===== src/rtl/regfile_pkg.sv =====
// Shared widths, requester IDs and the write-back payload used by the
// register-file write arbiter.
package regfile_pkg;

   localparam int unsigned NUM_REGS = 32;
   localparam int unsigned ADDR_W   = 5;
   localparam int unsigned DATA_W   = 32;

   localparam logic [ADDR_W-1:0] REG_ZERO = ADDR_W'(0);

   typedef enum logic {
      REQ_ALU  = 1'b0,
      REQ_LOAD = 1'b1
   } req_id_e;

   typedef struct packed {
      logic [ADDR_W-1:0] addr;
      logic [DATA_W-1:0] data;
   } wb_req_t;

   // Register 0 is hard-wired; nothing ever writes or reserves it.
   function automatic logic is_real_reg(input logic [ADDR_W-1:0] addr);
      return addr != REG_ZERO;
   endfunction

endpackage


===== src/rtl/regfile_write_arbiter_rr.sv =====
// Two-way round-robin arbiter; the requester not granted last wins a tie.
module rr_arbiter2
   import regfile_pkg::*;
(
   input  logic       clk,
   input  logic       reset,
   input  logic [1:0] valid,
   output logic [1:0] grant
);

   req_id_e rr_last;

   // Grant is combinational; nothing is granted while reset is held.
   always_comb begin
      grant = 2'b00;
      if (!reset) begin
         unique case (valid)
            2'b01:   grant = 2'b01;
            2'b10:   grant = 2'b10;
            2'b11:   grant = (rr_last == REQ_LOAD) ? 2'b01 : 2'b10;
            default: grant = 2'b00;
         endcase
      end
   end

   always_ff @(posedge clk) begin
      if (reset) begin
         rr_last <= REQ_LOAD;
      end else if (grant[0]) begin
         rr_last <= REQ_ALU;
      end else if (grant[1]) begin
         rr_last <= REQ_LOAD;
      end
   end

endmodule


===== src/rtl/regfile_write_arbiter.sv =====
// Shares the register file write port between ALU and load write-back and
// tracks per-register busy bits for RAW hazard detection.
module regfile_write_arbiter
   import regfile_pkg::*;
(
   input  logic              clk,
   input  logic              reset,
   input  logic              req0_valid,
   input  logic [ADDR_W-1:0] req0_addr,
   input  logic [DATA_W-1:0] req0_data,
   output logic              req0_ready,
   input  logic              req1_valid,
   input  logic [ADDR_W-1:0] req1_addr,
   input  logic [DATA_W-1:0] req1_data,
   output logic              req1_ready,
   input  logic              rsv_valid,
   input  logic [ADDR_W-1:0] rsv_addr,
   output logic              rsv_ready,
   input  logic [ADDR_W-1:0] rs_addr,
   input  logic [ADDR_W-1:0] rt_addr,
   output logic              hazard,
   output logic              Write,
   output logic [ADDR_W-1:0] WriteRegister,
   output logic [DATA_W-1:0] WriteData
);

   logic [1:0]          grant;
   logic                accept;
   wb_req_t             sel;
   logic [NUM_REGS-1:0] busy;
   logic [NUM_REGS-1:0] busy_nxt;

   rr_arbiter2 u_arb (
      .clk   (clk),
      .reset (reset),
      .valid ({req1_valid, req0_valid}),
      .grant (grant)
   );

   assign req0_ready = grant[0];
   assign req1_ready = grant[1];
   assign accept     = |grant;

   always_comb begin
      sel = '{addr: req0_addr, data: req0_data};
      if (grant[1]) begin
         sel = '{addr: req1_addr, data: req1_data};
      end
   end

   // While reset is held the scoreboard is being cleared, so any reservation may proceed.
   assign rsv_ready = rsv_valid & (reset | ~is_real_reg(rsv_addr) | ~busy[rsv_addr]);
   assign hazard    = busy[rs_addr] | busy[rt_addr];

   // Clear for the issuing write first, then set for a new reservation so it wins.
   always_comb begin
      busy_nxt = busy;
      if (accept && is_real_reg(sel.addr)) begin
         busy_nxt[sel.addr] = 1'b0;
      end
      if (rsv_ready && is_real_reg(rsv_addr)) begin
         busy_nxt[rsv_addr] = 1'b1;
      end
      busy_nxt[REG_ZERO] = 1'b0;
   end

   always_ff @(posedge clk) begin
      if (reset) begin
         busy <= '0;
      end else begin
         busy <= busy_nxt;
      end
   end

   // Write port registers; index/data hold when nothing is accepted.
   always_ff @(posedge clk) begin
      if (reset) begin
         Write         <= 1'b0;
         WriteRegister <= REG_ZERO;
         WriteData     <= DATA_W'(0);
      end else begin
         Write <= accept & is_real_reg(sel.addr);
         if (accept) begin
            WriteRegister <= sel.addr;
            WriteData     <= sel.data;
         end
      end
   end

endmodule


===== config.mk =====
export PLATFORM = sky130hd
export DESIGN_NAME = regfile_write_arbiter
export DESIGN_NICKNAME = d
export VERILOG_FILES = /design/src/rtl/regfile_pkg.sv /design/src/rtl/regfile_write_arbiter_rr.sv /design/src/rtl/regfile_write_arbiter.sv
export SDC_FILE = /design/constraint.sdc
export NUM_CORES = 1
export LEC_CHECK = 0
export ABC_CLOCK_PERIOD_IN_PS = 2150
export CORE_MARGIN = 3
export CORE_UTILIZATION = 43
export DETAILED_ROUTE_END_ITERATION = 10
export PLACE_DENSITY_LB_ADDON = 0.12
export REMOVE_ABC_BUFFERS = 1
export SETUP_SLACK_MARGIN = 0.15
export SYNTH_ARGS = -nofsm -noshare
export SYNTH_HDL_FRONTEND = slang
export SYNTH_SLANG_ARGS = --single-unit

===== constraint.sdc =====
create_clock -name clk -period 2.15 [get_ports clk]
set_clock_uncertainty 0.2 [all_clocks]
set_input_delay 0.3225 -clock clk [delete_from_list [all_inputs] [get_ports clk]]
set_output_delay 0.3225 -clock clk [all_outputs]
set_load 0.02 [all_outputs]

==> results of run 1 <==
per-stage QoR:
stage	total power (uW)	util	TNS (ns)	worst slack, ns	instance area [sq um]
global route	3610	0.736	-1.00	-0.520	6990
global placement	2340	0.681	-18.44	-1.09	6470
floorplan	1780	-	-65.00	-1.51	4110
CTS	3460	0.720	-0.711	-0.362	6840
detailed placement	2360	0.681	-21.40	-1.11	6470
finish	3470	0.736	-0.742	-0.411	6990
cells by family (layout without fill, tap and decap cells):
group,count (synthesis),in the layout,synth area share
simple gates,178,178,0.206
compound gates,127,127,0.221
flops,70,70,0.325
mux,67,67,0.192
buf+inv,47,281,0.0562
power groups by stage:
stage	Combinational, uW	Sequential (uW)	Clock [uW]
floorplan	277	1500	0
global placement	911	1430	0
detailed placement	922	1430	0
CTS	948	1410	1100
global route	1040	1420	1160
finish	982	1410	1080
layout make-up:
type,instances,area [sq um]
Clock buffer,9,124
Clock inverter,7,73.8
Fill cell,729,2510
Inverter,10,38.8
Multi-Input combinational cell,372,2880
Sequential cell,70,1410
Tap cell,129,161
Timing Repair Buffer,255,2300
metal layers:
layer / share of wire / global-route usage / vias to the layer above
met4: 0.028 / 0.107 / 0
met3: 0.095 / 0.0862 / 40
met5: 0 / 0 / -
met2: 0.47 / 0.457 / 251
met1: 0.41 / 0.341 / 2366
li1: - / - / 2336
final timing paths:
kind	endpoint	depth (start not counted)	slack [ns]	startpoint
setup reg to reg	busy[4]	6	0.21	u_arb.rr_last
hold / removal	WriteRegister[0]	2	0.15	reset
hold reg to reg	WriteRegister[2]	2	0.31	WriteRegister[2]
setup / recovery	hazard	6	-0.41	busy[11]
placed cells by master, fill, tap and decap left out, types with 10 or more instances in the layout:
master,Yosys,routed
mux4_2,12,12
dfxtp_1,70,64
nand2_1,45,44
o21ai_0,21,19
o311ai_0,22,10
a211oi_1,34,32
nand4_1,10,10
buf_4,6,115
mux2i_1,51,49
clkdlybuf4s50_1,0,119
a21oi_1,10,10
nor2_1,55,53
o311ai_1,1,10
nand3_1,15,15
synthesized netlist by cell type (3+ instances only):
library cell	number	share of area
buf_2	11	0.013
a21oi_1	10	0.012
nor2b_1	7	0.010
buf_4	6	0.010
o21ai_0	21	0.024
o311ai_0	22	0.045
o32ai_1	5	0.010
o21ai_1	3	0.0035
o31ai_1	4	0.0070
nand2_1	45	0.039
clkbuf_1	16	0.014
mux4_2	12	0.063
a311oi_1	5	0.010
nor2_1	55	0.048
o211ai_1	4	0.0070
o22ai_1	3	0.0043
nor4_1	9	0.013
nand3_1	15	0.017
mux2_2	3	0.0078
nand2b_1	7	0.010
dfxtp_1	70	0.32
inv_1	8	0.0070
a211oi_1	34	0.059
buf_6	4	0.010
nand4_1	10	0.014
nor3_1	8	0.0093
mux2i_1	51	0.12
and2_1	3	0.0043
sequential cells by signal, summed over array words and instances, names as in the netlist:
signal and count:
Write 1, WriteData 32, WriteRegister 5, busy 31, u_arb.rr_last 1
timing repair:
item	4_1_cts	5_1_grt
gates resized for setup	60	38
pin swaps	5	8
endpoints found under the setup margin	55	23
gates cloned	1	0
setup buffers	7	4
==> reports/qor.csv, run 1 <==
stage;metric;value;unit
synthesis;synth_warnings;0;
outcome;outcome;finished, violations left;
critical_path;arrival;2.04;ns
placed_design;post-place-cells;824;
timing;rsz0062_at_grt;true;
synthesis;syn_inst;489;
critical_path;startpoint_type;flip-flop;
timing;fmax;0.390;GHz
synthesis;ys.flop_type;dfxtp_1;
floorplan;pin_count;136;
final_layout;diodes;0;
detailed_routing;first_pass_iters;5;
synthesis;yosysSeqAreaShare;0.325;
placed_design;io_buffers;135;
synthesis;ys_seq_elements;70;
placed_design;hpwl;12200;um
timing;finalCriticalPeriod;2.56;ns
detailed_routing;routed_via_density;5.86;
outcome;violations;negative setup slack;
synthesis;syn_area;4320;sq um
grt;first_global_vias;4910;
grt;grt_pass1_wl;25000;um
critical_path;crit_family;multiplexers;
grt;grt_remaining_overflow;0;
power;p_leak;0.00275;uW
grt;track_usage;0.278;
power;p_clk_frac;0.312;
power;intPower;2410;uW
power;vdd_ir_drop_max;0.313;mV
critical_path;cp.required;1.63;ns
power;combPwrFrac;0.283;
final_layout;layout-drive-gt1-share;0.284;
critical_path;setup.worst_path.end_class;primary output;
power;powerDensity;496;nW/um^2
detailed_routing;vias;4993;
power;seqPwrFrac;0.405;
timing;finalWorstSetupSlack;-0.411;ns
clocking;ctsHoldBuffers;0;
clocking;clkLatencyLatePin;0.35;ns
grt;grt_max_degree;67;
synthesis;synthArstFlopShare;0;
critical_path;path_cells;mux4_2 > mux2i_1 > o32ai_2 > a311oi_1 > nand4_1 > buf_4;
detailed_routing;totalWireLength;16100;um
timing;setup_viol;2;
power;netSwitchingPower;1050;uW
floorplan;dieWidth;106;um
timing;worst_pin_slew;0.457;ns
timing;hold_viol;0;
clocking;tritoncts;built;
final_layout;fin_nets;812;
synthesis;synth_cell_types;59;
floorplan;coreArea;9500;sq um
synthesis;synth_edf_count;0;
clocking;cts-root-buf;clkbuf_8;
timing;maxSlewHeadroom;0.686;
floorplan;die-area;11300;sq um
min_path;hold_path.class;input port to flip-flop;
critical_path;critical_path.max_fanout;3;
synthesis;synth.avg_cell_area;8.82;sq um
floorplan;num_rows;35;
floorplan;die_h;106;um
floorplan;start_util;0.454;
detailed_routing;wl_per_cell;18.9;um
critical_path;cp_slowest_cell;mux4_2;
clocking;numCtsBuffers;9;
detailed_routing;drt_drc_violations_left;0;
run;drv_cap;0;
critical_path;worstSetupPathType;flip-flop to primary output;
final_layout;area_growth;62.0;%
clocking;clkTransAtPathRegs;0.09;ns
clocking;clock_path_buffers;2;
final_layout;final_cell_count_no_fill;852;
critical_path;slowest_delay;0.48;ns
power;sw_frac_of_total;0.304;
timing;fin_hold_ws;0.154;ns
placed_design;gp_congestion;0.962;
critical_path;crit_buf_inv;1;
clocking;cts_sinks;70;
grt;antenna_found_initial;0;
timing;slew_violations;0;
detailed_routing;drtAntennaViolNets;0;
clocking;h-tree-depth;3;
detailed_routing;drt-initial-drc-count;320;
timing;period_share;1.19;
Note: power is estimated with default switching activity, not from simulation.
==> inputs of run 2 (changes only) <==
--- a/config.mk
+++ b/config.mk
@@ -7,11 +7,12 @@
 export LEC_CHECK = 0
 export ABC_CLOCK_PERIOD_IN_PS = 2150
 export CORE_MARGIN = 3
-export CORE_UTILIZATION = 43
+export CORE_UTILIZATION = 42
 export DETAILED_ROUTE_END_ITERATION = 10
 export PLACE_DENSITY_LB_ADDON = 0.12
 export REMOVE_ABC_BUFFERS = 1
 export SETUP_SLACK_MARGIN = 0.15
 export SYNTH_ARGS = -nofsm -noshare
 export SYNTH_HDL_FRONTEND = slang
+export SYNTH_HIERARCHICAL = 1
 export SYNTH_SLANG_ARGS = --single-unit
==> run 2 against run 1 <==
The run still ends with negative setup slack left. Critical path type unchanged. Cell count up 4.9%. Maximum frequency fell by 4.5%. Critical path depth unchanged. Sequential share of layout area decreased by 3.9 points. Combinational power grew 55%. Critical endpoint is now rsv_ready.
==> reports/qor.csv, run 2 <==
stage;metric;value;unit;change
critical_path;startpoint_type;flip-flop;;
grt;grt_pass1_wl;28800;um;+15%
floorplan;num_rows;35;;unchanged
synthesis;synth_warnings;6;;+6
clocking;ctsHoldBuffers;0;;unchanged
power;powerDensity;477;nW/um^2;-4.0%
floorplan;coreArea;9500;sq um;unchanged
detailed_routing;wl_per_cell;31.1;um;+65%
timing;slew_violations;0;;unchanged
detailed_routing;totalWireLength;27800;um;+73%
detailed_routing;drt_drc_violations_left;0;;unchanged
clocking;clkTransAtPathRegs;0.09;ns;about the same
detailed_routing;vias;6139;;+23%
synthesis;synthTopCellsByArea;dfxtp_1 33%, mux4_2 11%, mux2i_1 10%;;
final_layout;layout_common_cells;121 x clkdlybuf4s50_1, 90 x buf_4, 62 x dfxtp_1;;
critical_path;cp_slowest_cell;mux4_2;;
run;drv_cap;0;;unchanged
synthesis;synth_cell_types;55;;-6.8%
synthesis;synth_top_area_share;0.333;;+0.00840
min_path;hold_path.class;input port to flip-flop;;
synthesis;synth_edf_count;0;;unchanged
timing;finalCriticalPeriod;2.68;ns;+0.120 ns
clocking;h-tree-depth;3;;unchanged
clocking;numCtsBuffers;9;;unchanged
critical_path;slowest_delay;0.50;ns;+0.02 ns
final_layout;largest_register_ffs;32;;unchanged
final_layout;regMostFlops;WriteData;;
grt;grt_remaining_overflow;0;;unchanged
synthesis;synth_top_cell_by_area;dfxtp_1;;
detailed_routing;routed_via_density;6.87;;+17%
synthesis;synthArstFlopShare;0;;unchanged
power;vdd_ir_drop_max;0.428;mV;+37%
timing;rsz0062_at_grt;true;;
floorplan;die-area;11300;sq um;-0.20%
clocking;cts_sinks;70;;unchanged
critical_path;worstSetupPathType;flip-flop to primary output;;
outcome;outcome;finished, violations left;;
detailed_routing;first_pass_iters;6;;+1
grt;track_usage;0.331;;+0.0524
timing;finalWorstSetupSlack;-0.531;ns;-0.120 ns
outcome;violations;negative setup slack;;
critical_path;setup.worst_path.end_class;primary output;;
synthesis;syn_inst;485;;-0.82%
clocking;clkLatencyLatePin;0.36;ns;about the same
placed_design;io_buffers;135;;unchanged
detailed_routing;drtAntennaViolNets;0;;unchanged
power;p_leak;0.00334;uW;+21%
power;power;4120;uW;+19%
timing;hold_viol;0;;unchanged
final_layout;utilization;0.911;;+0.175
synthesis;synth.avg_cell_area;8.67;sq um;-1.7%
timing;maxSlewHeadroom;0.694;;+0.00793
final_layout;layout-drive-gt1-share;0.452;;+0.169
timing;fmax;0.373;GHz;-4.5%
final_layout;diodes;0;;unchanged
final_layout;reg.largest.list;WriteData: 32 flops, busy: 31 flops, WriteRegister: 5 flops;;
synthesis;synth_most_common_cell;nor2_1;;
clocking;clock_path_buffers;2;;unchanged
final_layout;fin_nets;854;;+5.2%
floorplan;start_util;0.443;;-0.0115
synthesis;ys.flop_type;dfxtp_1;;
synthesis;ys_seq_elements;70;;unchanged
final_layout;area_growth;106;%;
grt;antenna_found_initial;1;;+1
placed_design;gp_congestion;0.950;;-1.2%
grt;first_global_vias;5460;;+11%
synthesis;syn_area;4210;sq um;-2.5%
placed_design;hpwl;11700;um;-4.1%
critical_path;critical_path.max_fanout;4;;+1
critical_path;path_cells;mux4_2 > and3b_1 > o21ai_2 > nand4_4 > a21boi_2 > buf_6;;
floorplan;pin_count;136;;unchanged
grt;grt_max_degree;30;;-55%
floorplan;dieWidth;106;um;about the same
clocking;tritoncts;built;;
final_layout;final_cell_count_no_fill;894;;+4.9%
detailed_routing;drt-initial-drc-count;734;;+130%
placed_design;place_ws;-1.22;ns;-0.108 ns
timing;setup_viol;44;;+42
final_layout;mostFrequentLayoutCell;clkdlybuf4s50_1;;
synthesis;yosysSeqAreaShare;0.333;;+0.00840
clocking;cts-root-buf;clkbuf_8;;
critical_path;arrival;2.16;ns;+0.12 ns
timing;period_share;1.25;;+0.0558
timing;worst_pin_slew;0.458;ns;+0.00118 ns
synthesis;yosys-top-cells-count;80 x nor2_1, 70 x dfxtp_1, 43 x mux2i_1, 42 x a21oi_1, 38 x nand2_1;;
critical_path;cp.required;1.63;ns;about the same
placed_design;post-place-cells;814;;-1.2%
floorplan;die_h;106;um;about the same
==> run 2: changes by cell type in the layout (fill, tap and decap cells not counted), moves of 11 or more <==
cell,delta
a21oi_2,+20
buf_12,+11
mux2i_4,+13
a21oi_1,+11
o311ai_4,+15
nor2_4,+18
o21ai_0,-18
mux2i_1,-24
buf_4,-25
o21ai_2,+12
a211oi_1,-29
buf_6,+46
==> run 2: cell families (layout without fill, tap and decap cells) <==
kind of cell	Yosys count	after routing	share of synthesized area
simple gates	183	183	0.203
flops	70	70	0.333
compound gates	120	120	0.203
mux	65	65	0.215
buf+inv	47	327	0.0464
==> run 2: where the power goes <==
group          switching [uW]  internal [uW]  leakage [uW]  total (uW)
Combinational             761            756       0.00266        1520
Clock                     620            575     0.0000993        1200
Sequential               59.9           1350      0.000574        1410
==> run 2: final cells by class <==
| cell class | instances | area (sq um) |
|---|---|---|
| tap | 129 | 161 |
| sequential | 70 | 1420 |
| clock inverter | 6 | 67.6 |
| fill | 314 | 847 |
| multi-input combinational | 368 | 3620 |
| timing repair buffer | 304 | 3220 |
| clock buffer | 10 | 138 |
| inverter | 7 | 26.3 |
==> run 2: routing by layer <==
| metal | global-route usage | part of all wire | vias up |
|---|---|---|---|
| li1 | - | - | 2339 |
| met1 | 0.336 | 0.31 | 2864 |
| met2 | 0.584 | 0.46 | 647 |
| met3 | 0.0820 | 0.12 | 289 |
| met4 | 0.246 | 0.11 | 0 |
| met5 | 0 | 0 | - |
==> run 2: per-stage QoR <==
step	hold slack (ns)	cell area [sq um]	setup TNS, ns
3_5_place_dp	0.259	6390	-30.62
3_3_place_gp	0.262	6390	-28.46
6_report	0.293	8660	-7.92
4_1_cts	0.248	7670	-0.971
5_1_grt	0.281	8660	-9.75
2_1_floorplan	0.192	4040	-336.31
==> run 2: worst paths after layout <==
| path | to | depth (start not counted) | from | slack (ns) |
|---|---|---|---|---|
| setup reg to reg | busy[3] | 12 | u_arb/rr_last | -0.38 |
| hold reg to reg | WriteRegister[2] | 2 | WriteRegister[2] | 0.36 |
| hold / removal | WriteRegister[3] | 3 | reset | 0.29 |
| setup / recovery | rsv_ready | 6 | busy[29] | -0.53 |
==> run 2: worst max-delay path: cells and delay by family (launching register included) <==
family / cells / cell delay [ns]
AOI/OAI and AO/OA: 2 / 0.43
buffers and inverters: 1 / 0.13
muxes: 1 / 0.50
and+or+nand+nor: 2 / 0.35
DFF: 1 / 0.40
==> run 2: timing repair <==
action                     CTS  global route
buffers inserted            29            24
setup endpoints to repair   65            71
pin swaps                   45            52
cloned                       6             5
gates resized for setup    179           141
